[config.mk]
export PLATFORM = sky130hd
export DESIGN_NAME = mc_main_fsm
export DESIGN_NICKNAME = d
export VERILOG_FILES = /design/src/rtl/mc_main_fsm_pkg.sv /design/src/rtl/mc_main_fsm_cond_eval.sv /design/src/rtl/mc_main_fsm.sv
export SDC_FILE = /design/constraint.sdc
export NUM_CORES = 1
export LEC_CHECK = 0
export BUFFER_PORTS_ARGS = -buffer_cell sky130_fd_sc_hd__buf_2
export CORE_MARGIN = 2
export CORE_UTILIZATION = 41
export CTS_CLUSTER_DIAMETER = 200
export DETAILED_ROUTE_END_ITERATION = 8
export PLACE_DENSITY_LB_ADDON = 0.08
export REMOVE_ABC_BUFFERS = 1
export SYNTH_ARGS = -nofsm -noshare
export SYNTH_HDL_FRONTEND = slang
export SYNTH_SLANG_ARGS = --single-unit
[constraint.sdc]
create_clock -name clk -period 1.5 [get_ports clk]
set_input_delay 0.075 -clock clk [delete_from_list [all_inputs] [get_ports clk]]
set_output_delay 0.075 -clock clk [all_outputs]
set_load 0.05 [all_outputs]
[src/rtl/mc_main_fsm_pkg.sv]
`default_nettype none
// ============================================================================
//  Module   : mc_pkg
//  Purpose  : Shared types and encodings for the multicycle ARM sequencer:
//             FSM state enum, datapath mux encodings, condition codes.
//  Revision : 1.0  initial release
// ============================================================================
package mc_pkg;

    // Sequencer states, one per multicycle step
    typedef enum logic [3:0] {
        S_FETCH  = 4'd0,
        S_DECODE = 4'd1,
        S_MEMADR = 4'd2,
        S_MEMRD  = 4'd3,
        S_MEMWB  = 4'd4,
        S_MEMWR  = 4'd5,
        S_EXECR  = 4'd6,
        S_EXECI  = 4'd7,
        S_ALUWB  = 4'd8,
        S_LINK   = 4'd9,
        S_BRANCH = 4'd10
    } state_t;

    // ALU B-operand select
    localparam logic [1:0] SRCB_RD2  = 2'b00;
    localparam logic [1:0] SRCB_IMM  = 2'b01;
    localparam logic [1:0] SRCB_FOUR = 2'b10;

    // Register-file write data select
    localparam logic [1:0] RES_ALUOUT    = 2'b00;
    localparam logic [1:0] RES_DATA      = 2'b01;
    localparam logic [1:0] RES_ALURESULT = 2'b10;
    localparam logic [1:0] RES_PC        = 2'b11;

    // Instruction class (Op field)
    localparam logic [1:0] OP_DP  = 2'b00;
    localparam logic [1:0] OP_MEM = 2'b01;
    localparam logic [1:0] OP_BR  = 2'b10;

    // Condition codes
    localparam logic [3:0] COND_EQ = 4'b0000;
    localparam logic [3:0] COND_NE = 4'b0001;
    localparam logic [3:0] COND_CS = 4'b0010;
    localparam logic [3:0] COND_CC = 4'b0011;
    localparam logic [3:0] COND_MI = 4'b0100;
    localparam logic [3:0] COND_PL = 4'b0101;
    localparam logic [3:0] COND_VS = 4'b0110;
    localparam logic [3:0] COND_VC = 4'b0111;
    localparam logic [3:0] COND_HI = 4'b1000;
    localparam logic [3:0] COND_LS = 4'b1001;
    localparam logic [3:0] COND_GE = 4'b1010;
    localparam logic [3:0] COND_LT = 4'b1011;
    localparam logic [3:0] COND_GT = 4'b1100;
    localparam logic [3:0] COND_LE = 4'b1101;
    localparam logic [3:0] COND_AL = 4'b1110;
    localparam logic [3:0] COND_NV = 4'b1111;

    // Register number of the program counter
    localparam logic [3:0] REG_PC = 4'b1111;

endpackage : mc_pkg
`default_nettype wire

[src/rtl/mc_main_fsm_cond_eval.sv]
`default_nettype none
// ============================================================================
//  Module   : cond_eval
//  Purpose  : Combinational ARM condition check: Cond field against the
//             registered NZCV flags gives CondEx.
//  Revision : 1.0  initial release
// ============================================================================
module cond_eval
    import mc_pkg::*;
(
    input  logic [3:0] cond,
    input  logic [3:0] flags,
    output logic       cond_ex
);

    logic n_flag;
    logic z_flag;
    logic c_flag;
    logic v_flag;
    logic ge;

    assign {n_flag, z_flag, c_flag, v_flag} = flags;
    assign ge = (n_flag == v_flag);

    // Map each condition code to its flag predicate; AL and the 1111 slot pass
    always_comb begin
        cond_ex = 1'b0;
        unique case (cond)
            COND_EQ: cond_ex = z_flag;
            COND_NE: cond_ex = ~z_flag;
            COND_CS: cond_ex = c_flag;
            COND_CC: cond_ex = ~c_flag;
            COND_MI: cond_ex = n_flag;
            COND_PL: cond_ex = ~n_flag;
            COND_VS: cond_ex = v_flag;
            COND_VC: cond_ex = ~v_flag;
            COND_HI: cond_ex = c_flag & ~z_flag;
            COND_LS: cond_ex = ~c_flag | z_flag;
            COND_GE: cond_ex = ge;
            COND_LT: cond_ex = ~ge;
            COND_GT: cond_ex = ~z_flag & ge;
            COND_LE: cond_ex = z_flag | ~ge;
            COND_AL: cond_ex = 1'b1;
            COND_NV: cond_ex = 1'b1;
            default: cond_ex = 1'b1;
        endcase
    end

endmodule : cond_eval
`default_nettype wire

[src/rtl/mc_main_fsm.sv]
`default_nettype none
// ============================================================================
//  Module   : mc_main_fsm
//  Purpose  : Multicycle ARM sequencer. Moore FSM stepping each instruction
//             through fetch/decode/execute/memory/writeback, owning the NZCV
//             flags register and the condition check, stalling on mem_ready.
//  Revision : 1.0  initial release
// ============================================================================
module mc_main_fsm
    import mc_pkg::*;
(
    input  logic         clk,
    input  logic         reset,
    input  logic [31:12] Instr,
    input  logic [3:0]   ALUFlags,
    input  logic [1:0]   FlagW,
    input  logic         NoWrite,
    input  logic         mem_ready,
    output logic         IRWrite,
    output logic         PCWrite,
    output logic         RegWrite,
    output logic         MemWrite,
    output logic         AdrSrc,
    output logic         ALUSrcA,
    output logic [1:0]   ALUSrcB,
    output logic [1:0]   ResultSrc,
    output logic         ALUOp,
    output logic         linkSelect,
    output logic         storedCarry
);

    state_t      state;
    state_t      next_state;
    logic [3:0]  flags;
    logic        cond_q;
    logic        cond_ex;

    logic [3:0]  cond;
    logic [1:0]  op;
    logic [5:0]  funct;
    logic [3:0]  rd;
    logic        rd_is_pc;
    logic        in_exec;

    // Rn and the middle Funct bits are consumed by the datapath/ALU decoder
    logic        unused_instr_bits;

    assign cond     = Instr[31:28];
    assign op       = Instr[27:26];
    assign funct    = Instr[25:20];
    assign rd       = Instr[15:12];
    assign rd_is_pc = (rd == REG_PC);
    assign in_exec  = (state == S_EXECR) || (state == S_EXECI);

    assign unused_instr_bits = ^{Instr[19:16], funct[3:1]};

    assign storedCarry = flags[1];

    cond_eval u_cond_eval (
        .cond    (cond),
        .flags   (flags),
        .cond_ex (cond_ex)
    );

    // State register
    always_ff @(posedge clk) begin
        if (reset) begin
            state <= S_FETCH;
        end else begin
            state <= next_state;
        end
    end

    // Condition result latched in DECODE so EXEC can gate the flag write
    always_ff @(posedge clk) begin
        if (reset) begin
            cond_q <= 1'b0;
        end else if (state == S_DECODE) begin
            cond_q <= cond_ex;
        end
    end

    // NZCV register: N,Z and C,V written independently on the EXEC edge only
    always_ff @(posedge clk) begin
        if (reset) begin
            flags <= 4'b0000;
        end else if (in_exec && cond_q) begin
            if (FlagW[1]) begin
                flags[3:2] <= ALUFlags[3:2];
            end
            if (FlagW[0]) begin
                flags[1:0] <= ALUFlags[1:0];
            end
        end
    end

    // Next-state and Moore control decode; write enables masked during reset
    always_comb begin
        next_state = state;
        IRWrite    = 1'b0;
        PCWrite    = 1'b0;
        RegWrite   = 1'b0;
        MemWrite   = 1'b0;
        AdrSrc     = 1'b0;
        ALUSrcA    = 1'b0;
        ALUSrcB    = SRCB_RD2;
        ResultSrc  = RES_ALUOUT;
        ALUOp      = 1'b0;
        linkSelect = 1'b0;

        unique case (state)
            S_FETCH: begin
                AdrSrc    = 1'b0;
                ALUSrcA   = 1'b1;
                ALUSrcB   = SRCB_FOUR;
                ResultSrc = RES_ALURESULT;
                IRWrite   = mem_ready;
                PCWrite   = mem_ready;
                if (mem_ready) begin
                    next_state = S_DECODE;
                end
            end
            S_DECODE: begin
                // PC+4 computed again so R15 reads as PC+8
                ALUSrcA   = 1'b1;
                ALUSrcB   = SRCB_FOUR;
                ResultSrc = RES_ALURESULT;
                if (!cond_ex) begin
                    next_state = S_FETCH;
                end else begin
                    unique case (op)
                        OP_MEM:  next_state = S_MEMADR;
                        OP_DP:   next_state = funct[5] ? S_EXECI : S_EXECR;
                        OP_BR:   next_state = funct[4] ? S_LINK : S_BRANCH;
                        default: next_state = S_FETCH;
                    endcase
                end
            end
            S_MEMADR: begin
                ALUSrcB    = SRCB_IMM;
                next_state = funct[0] ? S_MEMRD : S_MEMWR;
            end
            S_MEMRD: begin
                AdrSrc = 1'b1;
                if (mem_ready) begin
                    next_state = S_MEMWB;
                end
            end
            S_MEMWB: begin
                ResultSrc  = RES_DATA;
                RegWrite   = 1'b1;
                PCWrite    = rd_is_pc;
                next_state = S_FETCH;
            end
            S_MEMWR: begin
                AdrSrc   = 1'b1;
                MemWrite = 1'b1;
                if (mem_ready) begin
                    next_state = S_FETCH;
                end
            end
            S_EXECR: begin
                ALUSrcB    = SRCB_RD2;
                ALUOp      = 1'b1;
                next_state = NoWrite ? S_FETCH : S_ALUWB;
            end
            S_EXECI: begin
                ALUSrcB    = SRCB_IMM;
                ALUOp      = 1'b1;
                next_state = NoWrite ? S_FETCH : S_ALUWB;
            end
            S_ALUWB: begin
                ResultSrc  = RES_ALUOUT;
                RegWrite   = 1'b1;
                PCWrite    = rd_is_pc;
                next_state = S_FETCH;
            end
            S_LINK: begin
                ResultSrc  = RES_PC;
                linkSelect = 1'b1;
                RegWrite   = 1'b1;
                next_state = S_BRANCH;
            end
            S_BRANCH: begin
                ALUSrcB    = SRCB_IMM;
                ResultSrc  = RES_ALURESULT;
                PCWrite    = 1'b1;
                next_state = S_FETCH;
            end
            default: begin
                next_state = S_FETCH;
            end
        endcase

        if (reset) begin
            IRWrite  = 1'b0;
            PCWrite  = 1'b0;
            RegWrite = 1'b0;
            MemWrite = 1'b0;
        end
    end

endmodule : mc_main_fsm
`default_nettype wire
==> results.ini <==
[routing]
ant_nets = 0
detail_route.wirelength_um = 3002
remaining_drc_errors = 0
via_per_inst = 5.746
num_vias = 1178
drtPass1Iterations = 4
drt_iter0_markers = 42
wire_per_inst_um = 14.64

[yosys]
synth_edf_count = 0
syn_avg_cell_area_um2 = 7.047
yosysWarnings = 0
synthTopCellsByCount = nor2_1, dfxtp_1, nand2b_1
synth_top_area_cell = dfxtp_1
synth_cell_types = 38
syn_area_um2 = 880.8
synthCells = 125
async_flop_share_pct = 0
synthFlopType = dfxtp_1
ys_ff_latch = 9
ys_top_cells_by_area = dfxtp_1, nor2_1, mux2i_1, nand2b_1, nor2b_1
synth.most_common_cell = nor2_1
yosysTopAreaCellShare_pct = 20.45
ys_seq_area_share_pct = 20.45

[worst_setup_path]
worstSetupEndpointType = output pin
critical_path_class = flip-flop to output pin
reg2reg_from = flags[2]$_SDFFE_PP0P_
path_max_fanout = 5
arrival_ns = 1.52
start_kind = flip-flop
timing.rr.end = state[2]$_SDFFE_PP0P_
r2r_cells = 5
rrSetupSlack_ns = -0.06
cp_data_required_time_ns = 1.42

[floorplanning]
dieArea_um2 = 2535
start_util_pct = 44.00
die_w_um = 50.35
core_area_um2 = 2002
fp-row-count = 16
dieHeight_um = 50.35
pin_count = 43

[min_path]
min_path_type = primary input to flip-flop
whs_endpoint = flags[0]$_SDFFE_PP0P_
min_path_cells = 3
hp-start = ALUFlags[0]

[sta]
period_minus_slack_ns = 1.594
relSlewSlack_pct = 80.84
maxSlewViolCount = 0
fmax_mhz = 627.5
worst_hold_slack_ns = 0.03792
timing.clock.skew_ns = 0.005205
setup_slack_ns = -0.09362
post-route-period-util_pct = 106.2
rsz0062_at_grt = yes
hold_viol_final = 0
worst_slew_pin_slew_ns = 0.2874
setup_viol = 4

[outcome]
status = finished with violations
violations = setup timing

[clock_tree]
cts_hold_buffers = 0
htree_levels = 1
numCtsBuffers = 3
clk_path_buf_depth = 2
clock_latency_ns = 0.26
cts_root_buf = clkbuf_4
cts.sinks = 9
clk_pin_slew_ns = 0.06
cts_tree = built

[global_route]
grt_pass1_wl_um = 4284
grt_max_degree = 15
grt_antenna_before_repair = 0
grt_usage_pct = 21.84
grt_pass1_vias = 982
grt.overflow.total = 0

[layout]
layout-drive-gt1-share_pct = 53.37
area_growth_pct = 72.73
diodes = 0
fill_cells = 151
stdcell_count = 205
final_nets = 209

[power_and_ir_drop]
p_total_mw = 0.7370
leakage_nw = 0.6601
vdd_drop_max_mv = 0.4034
power.density_nw_per_um2 = 484.4

[placed_design]
finalWeightedCongestion = 0.7984
hpwl_um = 1969
dp_cells = 195
portBuffers = 35

[flow_run]
drv_cap = 0

-- layer usage --
layer  wire, µm  share of wire [%]  global-route usage (%)  up-vias
li1           -                  -                       -      564
met1       1300                 43                   30.81      546
met2       1463                 49                   35.31       64
met3        218                7.3                   1.786        4
met4         20               0.67                   6.757        0
met5          0                  0                       0        -
-- power by group --
part / internal (mW) / switching (mW) / leakage (nW)
Clock: 0.103 / 0.0857 / 0.0150
Sequential: 0.241 / 0.00872 / 0.0776
Combinational: 0.134 / 0.165 / 0.567
Total: 0.477 / 0.260 / 0.660
-- layout by cell type (no fill, tap or decap), types with 3 or more instances in the layout --
cell type / instances
dfxtp_2: 5
buf_2: 28
nand3_1: 3
a21oi_1: 6
nand3b_1: 3
inv_1: 5
nand2b_4: 3
o21ai_0: 4
nand2_1: 4
clkbuf_4: 4
mux2i_1: 6
dfxtp_4: 3
buf_6: 7
buf_4: 18
nor2_1: 17
nand2b_1: 6
nor2b_1: 6
-- flip-flops by register name, summed over array words and instances, names as in the netlist --
signal	count
flags	4
cond_q	1
state	4
-- repair_timing --
item,CTS,global route
gates resized for setup,20,41
endpoints found under the setup margin,10,13
gates cloned,0,1
setup buffers,0,5
pin swaps,6,6
-- how the worst max path moves through the flow --
| stage | cells after the start | start | endpoint | slack, ns |
|---|---|---|---|---|
| 2_1_floorplan | 2 | state[2]$_SDFFE_PP0P_ | IRWrite | -0.81 |
| 3_3_place_gp | 5 | flags[0]$_SDFFE_PP0P_ | state[3]$_SDFFE_PP0P_ | -0.02 |
| 3_5_place_dp | 5 | flags[0]$_SDFFE_PP0P_ | state[3]$_SDFFE_PP0P_ | -0.11 |
| 4_1_cts | 5 | flags[3]$_SDFFE_PP0P_ | state[2]$_SDFFE_PP0P_ | -0.09 |
| 5_1_grt | 5 | flags[2]$_SDFFE_PP0P_ | state[2]$_SDFFE_PP0P_ | -0.15 |
| 6_report | 4 | state[1]$_SDFFE_PP0P_ | PCWrite | -0.09 |
-- per-stage QoR --
stage / setup WS (ns) / setup TNS, ns / utilization [%] / cell area [µm²]
2_1_floorplan: -0.8104 / -6.989 / - / 843.3
3_3_place_gp: -0.02404 / -0.03890 / 58.56 / 1172
3_5_place_dp: -0.1145 / -0.3332 / 58.56 / 1172
4_1_cts: -0.08515 / -0.3841 / 63.63 / 1274
5_1_grt: -0.1485 / -0.6242 / 76.00 / 1521
6_report: -0.09362 / -0.1869 / 76.00 / 1521
-- cell type report --
class / count / area (µm²) / area share, %
Multi-Input combinational cell: 102 / 819.5 / 53.87
Timing Repair Buffer: 57 / 421.7 / 27.71
Sequential cell: 9 / 197.7 / 12.99
Tap cell: 27 / 33.78 / 2.220
Clock buffer: 4 / 26.28 / 1.727
Inverter: 6 / 22.52 / 1.480
-- kinds of logic after synthesis --
group / share of synthesized area, %
AOI/OAI and AO/OA: 25.28
xor gates and xnor gates: 3.978
buffers and inverters: 6.818
DFF: 20.45
muxes: 6.818
and+or+nand+nor: 36.65
-- critical path, stage by stage, from the launching register on --
cell      delay [ns]
dfxtp_2         0.34
buf_8           0.13
or3_1           0.37
a21boi_1        0.19
buf_4           0.23
No activity file was read; power rests on OpenSTA's default activity.
